File: src/rtl/adder_tree_arbiter.sv
// Round-robin arbiter fronting a shared multi-cycle adder tree.
// Optional WAIT timeout: define ADDER_TREE_ARBITER_TIMEOUT_EN.
module adder_tree_arbiter #(
   parameter int TIMEOUT_CYCLES = 16
) (
   input  logic         clk,
   input  logic         rstn,
   input  logic [3:0]   req,
   input  logic [511:0] req_din,
   output logic [3:0]   gnt,
   output logic [3:0]   rsp_valid,
   output logic [15:0]  rsp_data,
   output logic         rsp_err,
   output logic         busy,
   output logic         tree_start,
   output logic [127:0] tree_din,
   input  logic         tree_done,
   input  logic [15:0]  tree_dout
);

   typedef enum logic [1:0] {
      S_IDLE,
      S_ISSUE,
      S_WAIT,
      S_RESP
   } state_t;

   state_t         state_q;
   logic [1:0]     p_q;
   logic [1:0]     win_q;
   logic [1:0]     win_d;
   logic [1:0]     idx_d;
   logic           found_d;
   logic [127:0]   opnd_q;
   logic [3:0]     gnt_q;
   logic           start_q;
   logic [3:0]     rsp_valid_q;
   logic [15:0]    rsp_data_q;

`ifdef ADDER_TREE_ARBITER_TIMEOUT_EN
   localparam int CW = $clog2(TIMEOUT_CYCLES + 1);
   logic [CW-1:0]  cnt_q;
   logic           rsp_err_q;
   assign rsp_err = rsp_err_q;
`else
   assign rsp_err = 1'b0;
`endif

   assign gnt        = gnt_q;
   assign tree_start = start_q;
   assign tree_din   = opnd_q;
   assign rsp_valid  = rsp_valid_q;
   assign rsp_data   = rsp_data_q;
   assign busy       = (state_q != S_IDLE);

   // Round-robin pick: first requester at or after the pointer
   always_comb begin
      win_d   = p_q;
      idx_d   = '0;
      found_d = 1'b0;
      for (int k = 0; k < 4; k++) begin
         idx_d = p_q + 2'(k);
         if (!found_d && req[idx_d]) begin
            win_d   = idx_d;
            found_d = 1'b1;
         end
      end
   end

   // Transaction FSM with registered outputs
   always_ff @(posedge clk or negedge rstn) begin
      if (!rstn) begin
         state_q     <= S_IDLE;
         p_q         <= '0;
         win_q       <= '0;
         opnd_q      <= '0;
         gnt_q       <= '0;
         start_q     <= 1'b0;
         rsp_valid_q <= '0;
         rsp_data_q  <= '0;
`ifdef ADDER_TREE_ARBITER_TIMEOUT_EN
         cnt_q       <= '0;
         rsp_err_q   <= 1'b0;
`endif
      end else begin
         unique case (state_q)
            S_IDLE: begin
               if (|req) begin
                  win_q   <= win_d;
                  opnd_q  <= req_din[{win_d, 7'd0} +: 128];
                  gnt_q   <= 4'b0001 << win_d;
                  start_q <= 1'b1;
                  state_q <= S_ISSUE;
               end
            end
            S_ISSUE: begin
               gnt_q   <= '0;
               start_q <= 1'b0;
               p_q     <= win_q + 2'd1;
               state_q <= S_WAIT;
`ifdef ADDER_TREE_ARBITER_TIMEOUT_EN
               cnt_q   <= '0;
`endif
            end
            S_WAIT: begin
               if (tree_done) begin
                  rsp_data_q  <= tree_dout;
                  rsp_valid_q <= 4'b0001 << win_q;
                  state_q     <= S_RESP;
               end
`ifdef ADDER_TREE_ARBITER_TIMEOUT_EN
               else if (cnt_q == CW'(TIMEOUT_CYCLES - 1)) begin
                  rsp_data_q  <= '0;
                  rsp_valid_q <= 4'b0001 << win_q;
                  rsp_err_q   <= 1'b1;
                  state_q     <= S_RESP;
               end else begin
                  cnt_q <= cnt_q + CW'(1);
               end
`endif
            end
            S_RESP: begin
               rsp_valid_q <= '0;
               rsp_data_q  <= '0;
`ifdef ADDER_TREE_ARBITER_TIMEOUT_EN
               rsp_err_q   <= 1'b0;
`endif
               state_q     <= S_IDLE;
            end
            default: state_q <= S_IDLE;
         endcase
      end
   end

endmodule
File: config.mk
export PLATFORM = sky130hd
export DESIGN_NAME = adder_tree_arbiter
export DESIGN_NICKNAME = d
export VERILOG_FILES = /design/src/rtl/adder_tree_arbiter.sv
export SDC_FILE = /design/constraint.sdc
export NUM_CORES = 1
export LEC_CHECK = 0
export CAP_MARGIN = 15
export CORE_AREA = 2 2 265 267
export CTS_CLUSTER_DIAMETER = 120
export DETAILED_ROUTE_END_ITERATION = 16
export DIE_AREA = 0 0 267 269
export PLACE_DENSITY = 0.44
export SLEW_MARGIN = 0
export SYNTH_ARGS = -nofsm -noshare
export SYNTH_HDL_FRONTEND = slang
export SYNTH_SLANG_ARGS = --single-unit
export TNS_END_PERCENT = 30
File: constraint.sdc
create_clock -name clk -period 4.02 [get_ports clk]
set_input_delay 0.804 -clock clk [delete_from_list [all_inputs] [get_ports clk]]
set_output_delay 0.804 -clock clk [all_outputs]
set_load 0.02 [all_outputs]
* Yosys cells after proc, flatten, opt, wreduce, memory -nomap -nowiden
Cells that the tools add are included.
Storage, ports and cells: output and inout bits 155, bits of input ports 535, logic and storage cells 64, register bits after elaboration 159
Operators by class: add/sub/neg operators 4, muxes and demuxes 25, reductions and logical operators 15, equality and inequality tests 5, shifts and indexed selects 3, magnitude comparators 4
Operator list (number):
- $shiftx 512x10->128 | 1
- $pmux 16 s2 | 1
- $mux 16 | 1
- $pmux 4 s2 | 2
- $lt 2x3->1 const B | 4
- $mux 2 | 5
- $bmux 1 s2 | 4
- $mux 1 | 8
- $mux 4 | 2
- $pmux 2 s4 | 1
- $reduce_and 2->1 | 4
- $shl 1x2->4 const A | 2
- $reduce_bool 2->1 | 3
- $add 2x1->2 const B | 2
- $add 2x2->2 const B | 2
- $eq 2x2->1 const B | 2
- $ne 2x2->1 const B | 2
- $reduce_or 4->1 | 1
- $logic_and 1x1->1 | 3
- $logic_not 1->1 | 3
- $eq 2x1->1 const B | 1
- $logic_not 2->1 | 1
- $pmux 1 s2 | 1

* Logic depth before layout (Yosys ltp)
depth in word-level cells 15, depth in mapped cells 9, depth with buffers taken out 6

* Worst setup path before layout
Ideal clock, no wire load.
path type in2reg, from input req[0], to register opnd_q[33], in the netlist tree_din[33], slack 1.800 ns, buffers on the path 3, stages 8, arrival time 2.098 ns, path through buf_6 > nor2b_2 > a2111oi_4 > or2_1 > buf_6 > buf_4 > a21oi_1 > o22a_1
On the way: longest elaborated chain between the ends 13, elaborated cells on any way between the ends 23
Ends and longest elaborated chain:
- start, declared | RTL line 8 | input logic [3:0] req,
- $bmux 1 s2 | RTL line 63 | if (!found_d && req[idx_d]) begin
- $mux 1 (implied by the code) | RTL line 63
- $mux 1 | RTL line 63
- $logic_not 1->1 | RTL line 63
- $logic_and 1x1->1 | RTL line 63
- $mux 1 | RTL line 63
- $logic_not 1->1 | RTL line 63
- $logic_and 1x1->1 | RTL line 63
- $mux 1 | RTL line 63
- $logic_not 1->1 | RTL line 63
- $logic_and 1x1->1 | RTL line 63
- $mux 2 | RTL line 63
- $shiftx 512x10->128 | RTL line 90 | opnd_q <= req_din[{win_d, 7'd0} +: 128];
- end signal, assigned | RTL line 90
- end, declared | RTL line 34 | logic [127:0] opnd_q;
Parallel ways exist; a longest one is shown, timed or not. The select of a mux whose other input is x is not followed. A chain may end at the register's enable or synchronous reset.

* Final worst setup path
from input req[1], to register opnd_q[66], in the netlist tree_din[66]
Same word-level chain as after synthesis.

==> out/metrics.cfg <==
[status]
outcome = completed

[clock_tree]
cts_hold_buf = 0
cts_tree = yes
cts-root-buf = clkbuf_16
cts_made_buffers = 17
cts_buffer_depth = 2
clock_latency_ps = 490
postCtsSetupRepairBufs = 0
htreeDepth = 4
cts_sinks = 159
clkSlewWorstSetupHoldPaths_ps = 80
cts_resized = 0

[global_routing]
grt_overflow_total = 0
grt_pass1_wl_um = 94300
grtUsageMet1 = 0.217
grt_use_met2 = 0.317
top_usage_layer = met2
track_usage = 0.180
grt_max_degree = 83
antenna_found_initial = 10
use_met3 = 0.0385
grt_pass1_vias = 13380

[synth]
syn-num-nets = 1650
yosysWarnings = 0
synth_seq_cells = 159
syn-instance-count = 1106
ys_seq_area_frac = 0.374
synth.area.top_cells = dfrtp_1 37%, a221o_1 12%, o22a_1 11%
synth_top_area_cell = dfrtp_1
ys_dominant_reg_cell = dfrtp_1
syn_area_per_cell_um2 = 9.63
async_flop_share = 1.00
synthesis.area_um2 = 10600
synth_edf_count = 0
yosysTopAreaCellShare = 0.374
ys_types = 48

[sta]
finClkSkew_ps = 19.4
slew_violations = 0
hold_viol_final = 0
timing.fmax_ghz = 0.341
tightest_slew_ps = 954
max-slew-margin-rel = 0.350
period_needed_ps = 2940
finalSetupViolCount = 0
timing.final.crit_share = 0.730
tns_ps = 0
rsz0062_at_grt = false

[worst_setup_path]
r2r_end = tree_din[66]
crit_required_ps = 4390
path_class = primary input to register
endpoint = tree_din[66]
path_max_fanout = 29
worst_setup_path_end_kind = register
start_kind = primary input
reg2reg_depth = 7
r2r_start = p_q[1]
cp-startpoint = req[1]
r2r_slack_ps = 1340
critPathArrivalTime_ps = 3300

[cells_and_area]
fill_cells = 7284
final_nets = 2258
drive_gt1_frac = 0.0724
area_growth_pct = 81.7
final_cells = 2674
layout_common_cells = 687 x clkdlybuf4s50_1, 159 x dfrtp_1, 130 x a21oi_1
final_common_cell = clkdlybuf4s50_1

[pwr]
peakVddDrop_mv = 0.760
leakagePower_nw = 7.19
powerDensity_nw_per_um2 = 687

[floorplan]
fp.dieH_um = 269
rows = 97
start_util = 0.154
die-area_um2 = 71800
core_um2 = 69300
ioPinCount = 690
chipWidth_um = 267

[detailed_routing]
drtPass1Iterations = 5
drtIter0Drc = 916
vias = 12987
antenna_left = 0
wl_per_cell_um = 25.4
wl_um = 68000
drc = 0
via_per_inst = 4.86

[place]
dp_hpwl_um = 50000
io_buffer_count = 688
placedCellCount = 2635
place_congestion = 0.845

[flow_run]
maxCapViolations = 0

[worst_hold_path]
holdCritPathClass = primary input to asynchronous set/reset pin

==> metrics by stage <==
| stage | util | hold WS [ps] | instance area (µm²) | total power [W] | setup slack (ps) |
|---|---|---|---|---|---|
| 6_report | 0.279 | 315 | 19300 | 0.0133 | 1080 |
| 5_1_grt | 0.279 | 323 | 19300 | 0.0140 | 939 |
| 4_1_cts | 0.279 | 298 | 19300 | 0.0135 | 1030 |
| 3_5_place_dp | 0.270 | 473 | 18700 | 0.0116 | 572 |
| 3_3_place_gp | 0.270 | 464 | 18700 | 0.0115 | 538 |
| 2_1_floorplan | - | 473 | 10600 | 0.00760 | 1800 |
==> registers in the layout, summed over array words and instances (netlist names) <==
register,count
tree_din,128
rsp_data,16
state_q,2
rsp_valid,4
tree_start,1
win_q,2
gnt,4
p_q,2
==> layer usage <==
| layer | vias up | wire [µm] | share of wire |
|---|---|---|---|
| li1 | 5783 | - | - |
| met1 | 6542 | 27600 | 0.41 |
| met2 | 575 | 34900 | 0.51 |
| met3 | 79 | 4010 | 0.059 |
| met4 | 8 | 1450 | 0.021 |
| met5 | - | 51 | 0.00075 |
==> cell families after synthesis <==
| kind of cell | count (synthesis) | synth area share |
|---|---|---|
| adders and majority gates | 9 | 0.0106 |
| and+or+nand+nor | 202 | 0.115 |
| other | 1 | 0.000352 |
| DFF | 159 | 0.374 |
| muxes | 2 | 0.00200 |
| AOI/OAI and AO/OA | 561 | 0.410 |
| buffers and inverters | 172 | 0.0886 |
==> how the worst min path moves through the flow <==
stage,end,slack [ps],cells past startpoint
6_report,tree_din[3],320,1
5_1_grt,tree_din[3],320,1
4_1_cts,tree_din[3],300,1
3_5_place_dp,tree_start,470,1
3_3_place_gp,tree_start,460,1
2_1_floorplan,p_q[0],470,1
==> worst max-delay path, cell delays in order <==
cell,delay (ps)
clkdlybuf4s50_1,690
buf_4,230
and2b_1,280
o2bb2ai_4,200
buf_12,180
o31ai_1,440
a21oi_1,160
buf_4,150
o22a_1,160
==> layout make-up <==
cell class / instances / area [µm²] / area share
clock buffers: 17 / 425 / 0.0220
repair buffers: 754 / 7670 / 0.397
flip-flops and latches: 159 / 3980 / 0.206
multi-input cells: 775 / 5860 / 0.303
clock inverters: 15 / 190 / 0.00983
diodes: 7 / 17.5 / 0.000906
inverters: 7 / 26.3 / 0.00136
well taps: 940 / 1180 / 0.0608
==> cells in the mapped netlist, types with 2 or more instances <==
cell,n
and2b_4,2
nand4_1,129
a22o_1,5
inv_1,7
ha_1,9
o31ai_1,128
dfrtp_1,159
o21bai_1,3
nor2_1,7
a221o_1,128
o21ai_1,2
buf_4,8
nor2b_1,4
o21a_1,2
a21oi_1,130
o21ai_0,23
o22a_1,128
buf_2,94
clkbuf_1,43
buf_6,20
or2_1,2
nand2_1,23
nand2b_1,24
a21o_1,2
==> power by group <==
part / internal (W) / leakage (nW) / total [W] / switching (W)
logic: 0.00386 / 5.06 / 0.00855 / 0.00469
clock network: 0.000845 / 0.294 / 0.00178 / 0.000934
registers: 0.00243 / 1.83 / 0.00296 / 0.000535
No activity file was read; power rests on OpenSTA's default activity.
